===== src/rtl/bcd_scan_display_if.sv =====
// Digit-input and display-output bundle for bcd_scan_display.
// master = digit source / display observer, slave = the scan driver.
interface bcd_scan_display_if;
  logic       load;
  logic [3:0] ones;
  logic [3:0] tens;
  logic [3:0] hundreds;
  logic [3:0] thousands;
  logic [6:0] seg;
  logic [3:0] an;
  logic       frame_done;

  modport master (
    output load, ones, tens, hundreds, thousands,
    input  seg, an, frame_done
  );

  modport slave (
    input  load, ones, tens, hundreds, thousands,
    output seg, an, frame_done
  );
endinterface


===== src/rtl/bcd_scan_display.sv =====
// Multiplexed 4-digit common-anode seven-segment driver with a shadow/active bank.
// The shadow bank commits to the active bank only at frame boundaries.
// Define LEADING_ZERO_BLANK_EN to suppress leading zeros.
module bcd_scan_display #(
  parameter int REFRESH_DIV  = 50000,
  parameter int BLANK_CYCLES = 2
) (
  input  logic                clk,
  input  logic                reset,
  bcd_scan_display_if.slave   bus
);

  localparam int             PW     = $clog2(REFRESH_DIV);
  localparam logic [PW-1:0]  P_LAST = PW'(REFRESH_DIV - 1);

  logic [PW-1:0]      p_q, p_d;
  logic [1:0]         d_q, d_d;
  logic [3:0][3:0]    shadow_q, shadow_d;
  logic [3:0][3:0]    active_q, active_d;
  logic               pending_q, pending_d;
  logic [6:0]         seg_q, seg_d;
  logic [3:0]         an_q, an_d;
  logic               frame_done_q, frame_done_d;

  logic               slot_end;
  logic               boundary;
  logic               in_blank;
  logic [3:0]         lz_blank;

  function automatic logic [6:0] seg_decode(input logic [3:0] v);
    logic [6:0] s;
    case (v)
      4'd0:    s = 7'b1000000;
      4'd1:    s = 7'b1111001;
      4'd2:    s = 7'b0100100;
      4'd3:    s = 7'b0110000;
      4'd4:    s = 7'b0011001;
      4'd5:    s = 7'b0010010;
      4'd6:    s = 7'b0000010;
      4'd7:    s = 7'b1111000;
      4'd8:    s = 7'b0000000;
      4'd9:    s = 7'b0010000;
      default: s = 7'b0111111;
    endcase
    return s;
  endfunction

  assign slot_end = (p_q == P_LAST);
  assign boundary = slot_end && (d_q == 2'd3);

  // Next scan position and bank state; the commit reads the pre-load shadow.
  always_comb begin
    p_d          = p_q + PW'(1);
    d_d          = d_q;
    shadow_d     = shadow_q;
    active_d     = active_q;
    pending_d    = pending_q;
    frame_done_d = boundary;
    if (slot_end) begin
      p_d = '0;
      d_d = d_q + 2'd1;
    end
    if (boundary && pending_q) begin
      active_d  = shadow_q;
      pending_d = 1'b0;
    end
    if (bus.load) begin
      shadow_d  = {bus.thousands, bus.hundreds, bus.tens, bus.ones};
      pending_d = 1'b1;
    end
  end

  generate
    if (BLANK_CYCLES == 0) begin : g_no_blank
      assign in_blank = 1'b0;
    end else begin : g_blank
      assign in_blank = (p_d < PW'(BLANK_CYCLES));
    end
  endgenerate

`ifdef LEADING_ZERO_BLANK_EN
  logic [3:0] zero_digit;
  for (genvar gi = 0; gi < 4; gi++) begin : g_zero
    assign zero_digit[gi] = (active_d[gi] == 4'd0);
  end
  // A digit is a leading zero only if it and every digit to its left are zero.
  assign lz_blank[3] = zero_digit[3];
  assign lz_blank[2] = zero_digit[3] & zero_digit[2];
  assign lz_blank[1] = zero_digit[3] & zero_digit[2] & zero_digit[1];
  assign lz_blank[0] = 1'b0;
`else
  assign lz_blank = 4'b0000;
`endif

  // Outputs are computed from next state so they track p/d/bank with no lag.
  always_comb begin
    seg_d = seg_decode(active_d[d_d]);
    an_d  = 4'b1111;
    if (!in_blank && !lz_blank[d_d]) begin
      an_d = ~(4'b0001 << d_d);
    end
  end

  always_ff @(posedge clk) begin
    if (reset) begin
      p_q          <= '0;
      d_q          <= 2'd0;
      shadow_q     <= '0;
      active_q     <= '0;
      pending_q    <= 1'b0;
      seg_q        <= 7'b1000000;
      an_q         <= 4'b1111;
      frame_done_q <= 1'b0;
    end else begin
      p_q          <= p_d;
      d_q          <= d_d;
      shadow_q     <= shadow_d;
      active_q     <= active_d;
      pending_q    <= pending_d;
      seg_q        <= seg_d;
      an_q         <= an_d;
      frame_done_q <= frame_done_d;
    end
  end

  assign bus.seg        = seg_q;
  assign bus.an         = an_q;
  assign bus.frame_done = frame_done_q;

endmodule


===== src/flat_wrapper.sv =====
// flat-port wrapper written by rule: the top's interface ports become plain ports
module bcd_scan_display_flat 
#(
  parameter int REFRESH_DIV  = 50000,
  parameter int BLANK_CYCLES = 2
)
  (clk, reset, bus_load, bus_ones, bus_tens, bus_hundreds, bus_thousands, bus_seg, bus_an, bus_frame_done);
  bcd_scan_display_if bus_i ();
  input  logic clk;
  input  logic reset;
  input wire logic [$bits(bus_i.load)-1:0] bus_load;
  input wire logic [$bits(bus_i.ones)-1:0] bus_ones;
  input wire logic [$bits(bus_i.tens)-1:0] bus_tens;
  input wire logic [$bits(bus_i.hundreds)-1:0] bus_hundreds;
  input wire logic [$bits(bus_i.thousands)-1:0] bus_thousands;
  output wire logic [$bits(bus_i.seg)-1:0] bus_seg;
  output wire logic [$bits(bus_i.an)-1:0] bus_an;
  output wire logic [$bits(bus_i.frame_done)-1:0] bus_frame_done;
  assign bus_i.load = bus_load;
  assign bus_i.ones = bus_ones;
  assign bus_i.tens = bus_tens;
  assign bus_i.hundreds = bus_hundreds;
  assign bus_i.thousands = bus_thousands;
  assign bus_seg = bus_i.seg;
  assign bus_an = bus_i.an;
  assign bus_frame_done = bus_i.frame_done;
  bcd_scan_display #(.REFRESH_DIV(REFRESH_DIV), .BLANK_CYCLES(BLANK_CYCLES)) u_core (.clk(clk), .reset(reset), .bus(bus_i));
endmodule

===== config.mk =====
export PLATFORM = sky130hd
export DESIGN_NAME = bcd_scan_display_flat
export DESIGN_NICKNAME = d
export VERILOG_FILES = /design/src/rtl/bcd_scan_display_if.sv /design/src/rtl/bcd_scan_display.sv /design/src/flat_wrapper.sv
export SDC_FILE = /design/constraint.sdc
export NUM_CORES = 1
export LEC_CHECK = 0
export CORE_AREA = 2 2 87 68
export CTS_CLUSTER_DIAMETER = 80
export CTS_CLUSTER_SIZE = 20
export DETAILED_ROUTE_END_ITERATION = 10
export DIE_AREA = 0 0 89 70
export PLACE_DENSITY = 0.84
export SYNTH_ARGS = -nofsm -noshare
export SYNTH_HDL_FRONTEND = slang
export SYNTH_SLANG_ARGS = --single-unit
export TNS_END_PERCENT = 30

===== constraint.sdc =====
create_clock -name clk -period 6.3 [get_ports clk]
set_input_delay 0.945 -clock clk [delete_from_list [all_inputs] [get_ports clk]]
set_output_delay 0.945 -clock clk [all_outputs]
set_load 0.005 [all_outputs]

### After elaboration in Yosys (flattened, before gate mapping)

Memory sizes are Yosys's and may differ from the RTL's. A register that Yosys moved wholly into a read port is not among the register bits.
Index checks and enable logic that the tools add are counted.

* register bits after elaboration: 56
* bits of input ports: 19
* bits in read-only memories: 112
* output and inout port bits: 12
* memories: 1
* logic and storage cells: 39

* shift-type cells: 1
* magnitude comparators: 2
* add/sub/neg operators: 2
* bitwise operators: 2
* reductions and logical operators: 7
* equality and inequality tests: 2
* muxes and demuxes: 9

Memory list
* (name not given): depth 16, width 7, read ports 1, clocked after memory_dff 1, write ports 0, RTL line bcd_scan_display.sv:32 `case (v)`

Operator list (count)
* two-way mux 16 bit: 2
* adder 16 x 1 -> 16 bit, second input constant: 1
* == test 16 bit, second input constant: 1
* less-than comparator 16 x 2 -> 1 bit, second input constant: 1
* binary-select mux 4 bit (select 2 bit): 1
* two-way mux 4 bit: 1
* NOT 4 bit: 1
* << shifter 1 x 2 -> 4 bit, first input constant: 1
* logical AND 1 bit: 3
* less-than comparator 2 x 3 -> 1 bit, second input constant: 1
* two-way mux 1 bit: 3
* adder 2 x 1 -> 2 bit, second input constant: 1
* binary-select mux 1 bit (select 2 bit): 1
* == test 2 bit, second input constant: 1
* logical NOT 1 bit: 2
* two-way mux 2 bit: 1
* nonzero test 2 bit: 1
* OR reduction 2 bit: 1
* NOT 1 bit: 1

### Longest topological paths before layout

Gate-level depths: netlist (run 1).

* depth after elaboration: 8
* depth in mapped cells: 13
* mapped depth without buffers: 10

### Worst setup path after synthesis (run 1)

Ideal clock, no wire load.

* kind: flip-flop to flip-flop
* start point: register u_core.p_q[0]
* end point: register u_core.seg_q[5], in the netlist u_core.bus.seg[5]
* library setup time: 0.143 ns
* period minus slack after synthesis: 2.939 ns
* cell stages (with the launch flop): 14
* buffers on the path: 3
* arrival time: 2.796 ns
* data required time: 6.157 ns
* path slack: 3.361 ns
* cell sequence: dfxtp_1 ha_1 and3_1 buf_2 and3_1 clkbuf_1 clkbuf_1 nand3_1 a21oi_1 nor4_1 inv_1 ha_1 nor3_1 a211oi_2

* longest elaborated chain between the ends: 6
* elaborated cells between the ends (all ways): 7
* those cells by class: 1 x eq/ne; 4 x mux; 2 x reduce/logical

Ends and longest elaborated chain
* from (decl): RTL line bcd_scan_display.sv:16 `logic [PW-1:0] p_q, p_d;`
* from (signal assigned): RTL line bcd_scan_display.sv:115 `p_q <= p_d;`
* == test 16 bit *: RTL line bcd_scan_display.sv:48 `assign slot_end = (p_q == P_LAST);`
* logical AND 1 bit: RTL line bcd_scan_display.sv:49 `assign boundary = slot_end && (d_q == 2'd3);`
* logical AND 1 bit: RTL line bcd_scan_display.sv:63 `if (boundary && pending_q) begin`
* two-way mux 16 bit: RTL line bcd_scan_display.sv:63
* binary-select mux 4 bit (select 2 bit) *: RTL line bcd_scan_display.sv:97 `seg_d = seg_decode(active_d[d_d]);`
* two-way mux 4 bit (implied by the code) *: RTL line bcd_scan_display.sv:97
* to (decl): RTL line bcd_scan_display.sv:21 `logic [6:0] seg_q, seg_d;`

Every way passes the cells marked *; elsewhere a longest branch is shown, timed or not. The select of a mux whose other input is x is not followed.
A chain may end at the register's enable or synchronous reset.

### Worst setup path in the final report (run 1)

Same ends and word-level chain as after synthesis.

==> flow_summary.yaml, run 1 <==
detailed_routing:
  wl_microns: 6290
  detail-route-antenna-nets: 0
  wl_per_cell_microns: 14.6
  dr_total_vias: 2391
  first_iter_violations: 271
  dr.pass1.iters: 4
  drc: 0
  viasPerCell: 5.56
setup_path:
  cp_cell_sequence: "ha_1 > and3_1 > nand3_1 > o21ai_0 > a21oi_1 > nor4_1 > inv_1 > ha_1 > nor3_1 > a211oi_2"
  cp_data_arrival_time_ns: 3.99
  reg2reg_slack_ns: 2.52
  critPathMaxFanout: 16
  critPathCaptureType: "register"
  max_stage_delay_ns: 0.77
  cp_top_family: "simple AND/OR/NAND/NOR gates"
  critical_path_class: "register to register"
  worstPathRequired_ns: 6.50
  cp-start-kind: "register"
  cp_num_buf_inv: 1
  path_common_cell: "ha_1"
  cp_slowest_cell: "nor4_1"
die:
  start_util_pct: 53.4
  die_width_microns: 89
  fp.coreArea_sq_um: 5530
  dieArea_sq_um: 6230
  die_h_microns: 70
  rows: 24
  io-pin-count: 31
yosys:
  yosysTopAreaCell: "dfxtp_1"
  synth_edf_count: 0
  synthDominantCellAreaShare_pct: 42.7
  synthesis.area_sq_um: 2950
  synth_ff_type: "dfxtp_1"
  ys_seq_area_share_pct: 42.7
  synth_warnings: 0
  yosys-top-cells-count: "63 x dfxtp_1, 43 x nor2_1, 36 x a21oi_1, 22 x nand3_1, 18 x mux2i_1"
  avgSynthCellArea_sq_um: 8.99
  netlist_instances: 328
  ys_seq_elements: 63
  ys_async_sr_fraction_pct: 0
  syn_nets: 355
  yosysUniqueCellTypes: 53
  yosysMostFrequentCell: "dfxtp_1"
  synth.area.top_cells: "dfxtp_1 43%, a21oi_1 6.1%, mux2i_1 6.1%"
pwr:
  finalPower_uw: 839
  powerDensity_nw_per_um2: 241
  vdd_drop_max_mv: 0.136
  power.leakage_uw: 0.00134
min_path:
  hold_class: "register to register"
place:
  dp_hpwl_microns: 4150
  placed_cells: 414
  place.gp.congestion: 0.873
  io_buffers: 30
cells_and_area:
  fin_cells: 430
  nNetsFinal: 374
  finish.utilization_pct: 62.9
  area_growth_pct: 17.8
  drive_gt1_share_pct: 9.09
  antenna_cells: 0
clock_network:
  cts_made_buffers: 9
  insertion_delay_ns: 0.35
  cts_resized: 0
  cts_root_buf: "clkbuf_8"
  cts_setup_buffers: 0
  tritoncts: "yes"
  cts-hold-fix-buffers: 0
  clkTransAtPathRegs_ns: 0.07
  clock_sinks: 63
  cts_max_level: 3
  cts_buffer_depth: 2
timing:
  period_needed_ns: 3.78
  fmax_mhz: 264
  worst_slew_pin_slew_ns: 0.978
  finalSetupTns_ns: 0
  min_period_over_period_pct: 60.1
  rsz0062_at_grt: "no"
  finalMaxSlewViolations: 0
  slew_headroom_pct: 34.6
  hold_violations: 0
  setup-violations-final: 0
  finClkSkew_ns: 0.0101
global_route:
  grt_antenna_before_repair: 0
  grt-ovfl-total: 0
  grt_max_degree: 52
  grt_usage_pct: 21.8
  grt_pass1_wl_microns: 10500
  grt_pass1_vias: 2190
job:
  maxCapViolCount: 0
run_status:
  status: "complete, no violations"
==> power by group <==
| part | total (uW) | switching (uW) | internal (uW) |
|---|---|---|---|
| clock | 384 | 162 | 223 |
| sequential | 413 | 5.38 | 407 |
| combinational | 42.2 | 19.8 | 22.4 |
| total | 839 | 187 | 652 |
==> cell usage in the layout (no fill, tap or decap), types with 5 or more instances in the layout <==
cell	n
a21oi_1	36
and3_1	8
clkbuf_8	9
clkdlybuf4s50_1	30
dfxtp_1	63
ha_1	8
mux2i_1	18
nand2_1	14
nand3_1	22
nand4_1	5
nor2_1	43
o21ai_0	13
o21ai_1	5
xnor2_1	12
xor2_1	5
==> state kept, by name (all words and copies together) (netlist names) <==
name,cells
u_core.p_q,16
u_core.bus.frame_done,1
u_core.bus.an,4
u_core.d_q,2
u_core.bus.seg,7
u_core.shadow_q,16
u_core.active_q,16
u_core.pending_q,1
==> cell families (layout without fill, tap and decap cells) <==
logic type | count (synthesis) | count (layout) | share of synthesized area [%]
xor+xnor | 17 | 17 | 5.05
buf+inv | 27 | 51 | 3.94
mux | 25 | 25 | 9.37
compound gates | 70 | 70 | 13.7
simple gates | 118 | 118 | 21.8
flops | 63 | 63 | 42.7
fa+ha+maj | 8 | 8 | 3.39
==> per-stage QoR <==
| step | hold slack [ns] | setup slack (ns) | instance area, sq um |
|---|---|---|---|
| after global routing | 0.528 | 2.23 | 3480 |
| final | 0.483 | 2.52 | 3480 |
| after floorplan | 0.438 | 3.36 | 2950 |
| after detailed placement | 0.468 | 2.64 | 3250 |
| after CTS | 0.484 | 2.60 | 3480 |
| after global placement | 0.454 | 2.98 | 3250 |
==> cell type report <==
class | count | area, sq um
clock buffers | 9 | 124
clock inverters | 7 | 97.6
fillers | 462 | 2050
inverters | 4 | 15.0
multi-input cells | 238 | 1570
flip-flops and latches | 63 | 1260
well taps | 78 | 97.6
repair buffers | 31 | 308
==> worst paths after layout <==
check / start / endpoint / cells past startpoint
max: u_core.p_q[0]$_SDFF_PP0_ / u_core.bus.seg[5]$_SDFF_PP0_ / 10
min: u_core.p_q[0]$_SDFF_PP0_ / u_core.p_q[0]$_SDFF_PP0_ / 1
max reg2reg: u_core.p_q[0]$_SDFF_PP0_ / u_core.bus.seg[5]$_SDFF_PP0_ / 10
min reg2reg: u_core.p_q[0]$_SDFF_PP0_ / u_core.p_q[0]$_SDFF_PP0_ / 1
==> routing by layer <==
layer  global-route usage, %  routed length (microns)  share of wire, %
met1                    32.6                     3200                51
met2                    30.3                     2690                43
met3                    7.09                      348               5.5
met4                    5.31                       49              0.78
met5                       0                        0                 0
(Power assumes the default switching activity.)
==> run 2, diff against run 1 <==
==> constraint.sdc (replaced) <==
create_clock -name clk -period 3.6 [get_ports clk]
set_input_delay 0.54 -clock clk [delete_from_list [all_inputs] [get_ports clk]]
set_output_delay 0.54 -clock clk [all_outputs]
set_load 0.005 [all_outputs]
==> run 2 against run 1 <==
Net effect: count of clock-buffer cells in the layout is the same; die area is the same; clock skew grew 0.0021 ns; cell count grew 0.70%; first-iteration DRC count shrank 7.0%; flip-flop and latch count is the same; clock power grew 110%; critical path depth is the same; sequential power grew 75%; global-route usage shrank 0.28 points; critical endpoint unchanged; largest power group is now the clock network.
==> flow_summary.yaml, run 2 (synthesis results as in run 1) <==
run_status:
  status: "complete, no violations"
setup_path:
  critPathCaptureType: "register"
  cp_cell_sequence: "ha_1 > and3_1 > nand3_1 > o21ai_0 > a21oi_1 > nor4_2 > inv_1 > ha_1 > nor3_1 > a211oi_2"
  max_stage_delay_ns: 0.45
  critical_path_class: "register to register"
  cp-start-kind: "register"
  path_common_cell: "ha_1"
  critPathMaxFanout: 16
  cp_data_arrival_time_ns: 3.52
  worstPathRequired_ns: 3.79
  cp_slowest_cell: "nand3_1"
global_route:
  grt_antenna_before_repair: 0
  grt_pass1_wl_microns: 10500
  grt_max_degree: 51
  grt_pass1_vias: 2191
  grt-ovfl-total: 0
  grt_usage_pct: 21.5
clock_network:
  cts_max_level: 3
  tritoncts: "yes"
  cts_root_buf: "clkbuf_8"
  clock_sinks: 63
  cts_buffer_depth: 2
  clkTransAtPathRegs_ns: 0.07
  cts_setup_buffers: 0
  cts-hold-fix-buffers: 0
  insertion_delay_ns: 0.34
  cts_made_buffers: 9
  cts_resized: 0
timing:
  hold_violations: 0
  finalSetupTns_ns: 0
  setup-violations-final: 0
  slew_headroom_pct: 30.4
  worst_slew_pin_slew_ns: 1.04
  min_period_over_period_pct: 92.6
  rsz0062_at_grt: "no"
  period_needed_ns: 3.33
  finalMaxSlewViolations: 0
  fmax_mhz: 300
  finClkSkew_ns: 0.0121
die:
  rows: 24
  fp.coreArea_sq_um: 5530
  die_width_microns: 89
  die_h_microns: 70
  start_util_pct: 53.4
  io-pin-count: 31
  dieArea_sq_um: 6230
cells_and_area:
  antenna_cells: 0
  layout_commonest_cell: "dfxtp_1"
  drive_gt1_share_pct: 9.86
  top_regs: "u_core.active_q: 16 flops, u_core.p_q: 16 flops, u_core.shadow_q: 16 flops"
  nNetsFinal: 377
  area_growth_pct: 20.2
  finish.utilization_pct: 64.2
  layout_common_cells: "63 x dfxtp_1, 43 x nor2_1, 36 x a21oi_1"
place:
  dp_hpwl_microns: 4250
  io_buffers: 30
  place.gp.congestion: 0.868
detailed_routing:
  viasPerCell: 5.65
  drc: 0
  wl_microns: 6330
  first_iter_violations: 252
  wl_per_cell_microns: 14.6
  detail-route-antenna-nets: 0
  dr_total_vias: 2448
  dr.pass1.iters: 5
min_path:
  hold_class: "register to register"
job:
  maxCapViolCount: 0
pwr:
  powerDensity_nw_per_um2: 453
  vdd_drop_max_mv: 0.271
  power.leakage_uw: 0.00138
==> run 2: cell types whose count changed in the layout (fill, tap and decap cells not counted), sizes merged <==
| cell | change |
|---|---|
| clkinvlp | -1 |
| buf | +3 |
| bufinv | +2 |
| clkinv | -1 |
==> run 2: metal layers <==
layer	share of wire, %	vias up	global-route usage (%)
met3	7.8	6	6.50
met4	0.85	0	5.47
met5	0	-	0
met1	48	1128	32.1
li1	-	1213	-
met2	44	101	30.2
==> run 2: final cells by class <==
cell class	instances	area (sq um)
fillers	439	1980
multi-input cells	238	1570
flip-flops and latches	63	1260
repair buffers	34	330
clock inverters	7	145
clock buffers	9	124
well taps	78	97.6
inverters	4	15.0
==> run 2: worst max-delay path, delay by kind of cell (launching register included) <==
family | cells | cell delay (ns)
AOI/OAI and AO/OA | 3 | 0.60
adders and majority gates | 2 | 0.53
buffers and inverters | 1 | 0.19
and+or+nand+nor | 4 | 1.48
DFF | 1 | 0.39
==> run 2: path summary, 6_finish.rpt <==
path,from,endpoint,slack [ns],cells past startpoint
min reg2reg,u_core.p_q[0]$_SDFF_PP0_,u_core.p_q[0]$_SDFF_PP0_,0.48,1
max reg2reg,u_core.p_q[0]$_SDFF_PP0_,u_core.bus.seg[5]$_SDFF_PP0_,0.27,10
min,u_core.p_q[0]$_SDFF_PP0_,u_core.p_q[0]$_SDFF_PP0_,0.48,1
max,u_core.p_q[0]$_SDFF_PP0_,u_core.bus.seg[5]$_SDFF_PP0_,0.27,10
==> run 2: power by group <==
group	total [uW]	switching [uW]	internal [uW]
logic	73.7	34.6	39.1
clock network	810	278	532
registers	723	10.2	713
total	1610	323	1280
==> run 2: metrics by stage <==
step	power [uW]	hold WS, ns	cells	area (sq um)	setup slack (ns)
floorplan	778	0.438	328	2950	0.661
global placement	809	0.453	417	3280	0.492
detailed placement	811	0.466	417	3280	0.362
CTS	1610	0.482	433	3550	0.320
global route	1650	0.517	433	3550	0.0104
finish	1610	0.483	433	3550	0.268
==> run 3, diff against run 2 <==
--- a/config.mk
+++ b/config.mk
@@ -6,6 +6,7 @@
 export NUM_CORES = 1
 export LEC_CHECK = 0
 export CORE_AREA = 2 2 87 68
+export CTS_BUF_LIST = sky130_fd_sc_hd__clkbuf_8 sky130_fd_sc_hd__clkbuf_16
 export CTS_CLUSTER_DIAMETER = 80
 export CTS_CLUSTER_SIZE = 20
 export DETAILED_ROUTE_END_ITERATION = 10
==> results of run 3 <==
Same layout as run 2: the final DEF is identical, and so are final timing and power.
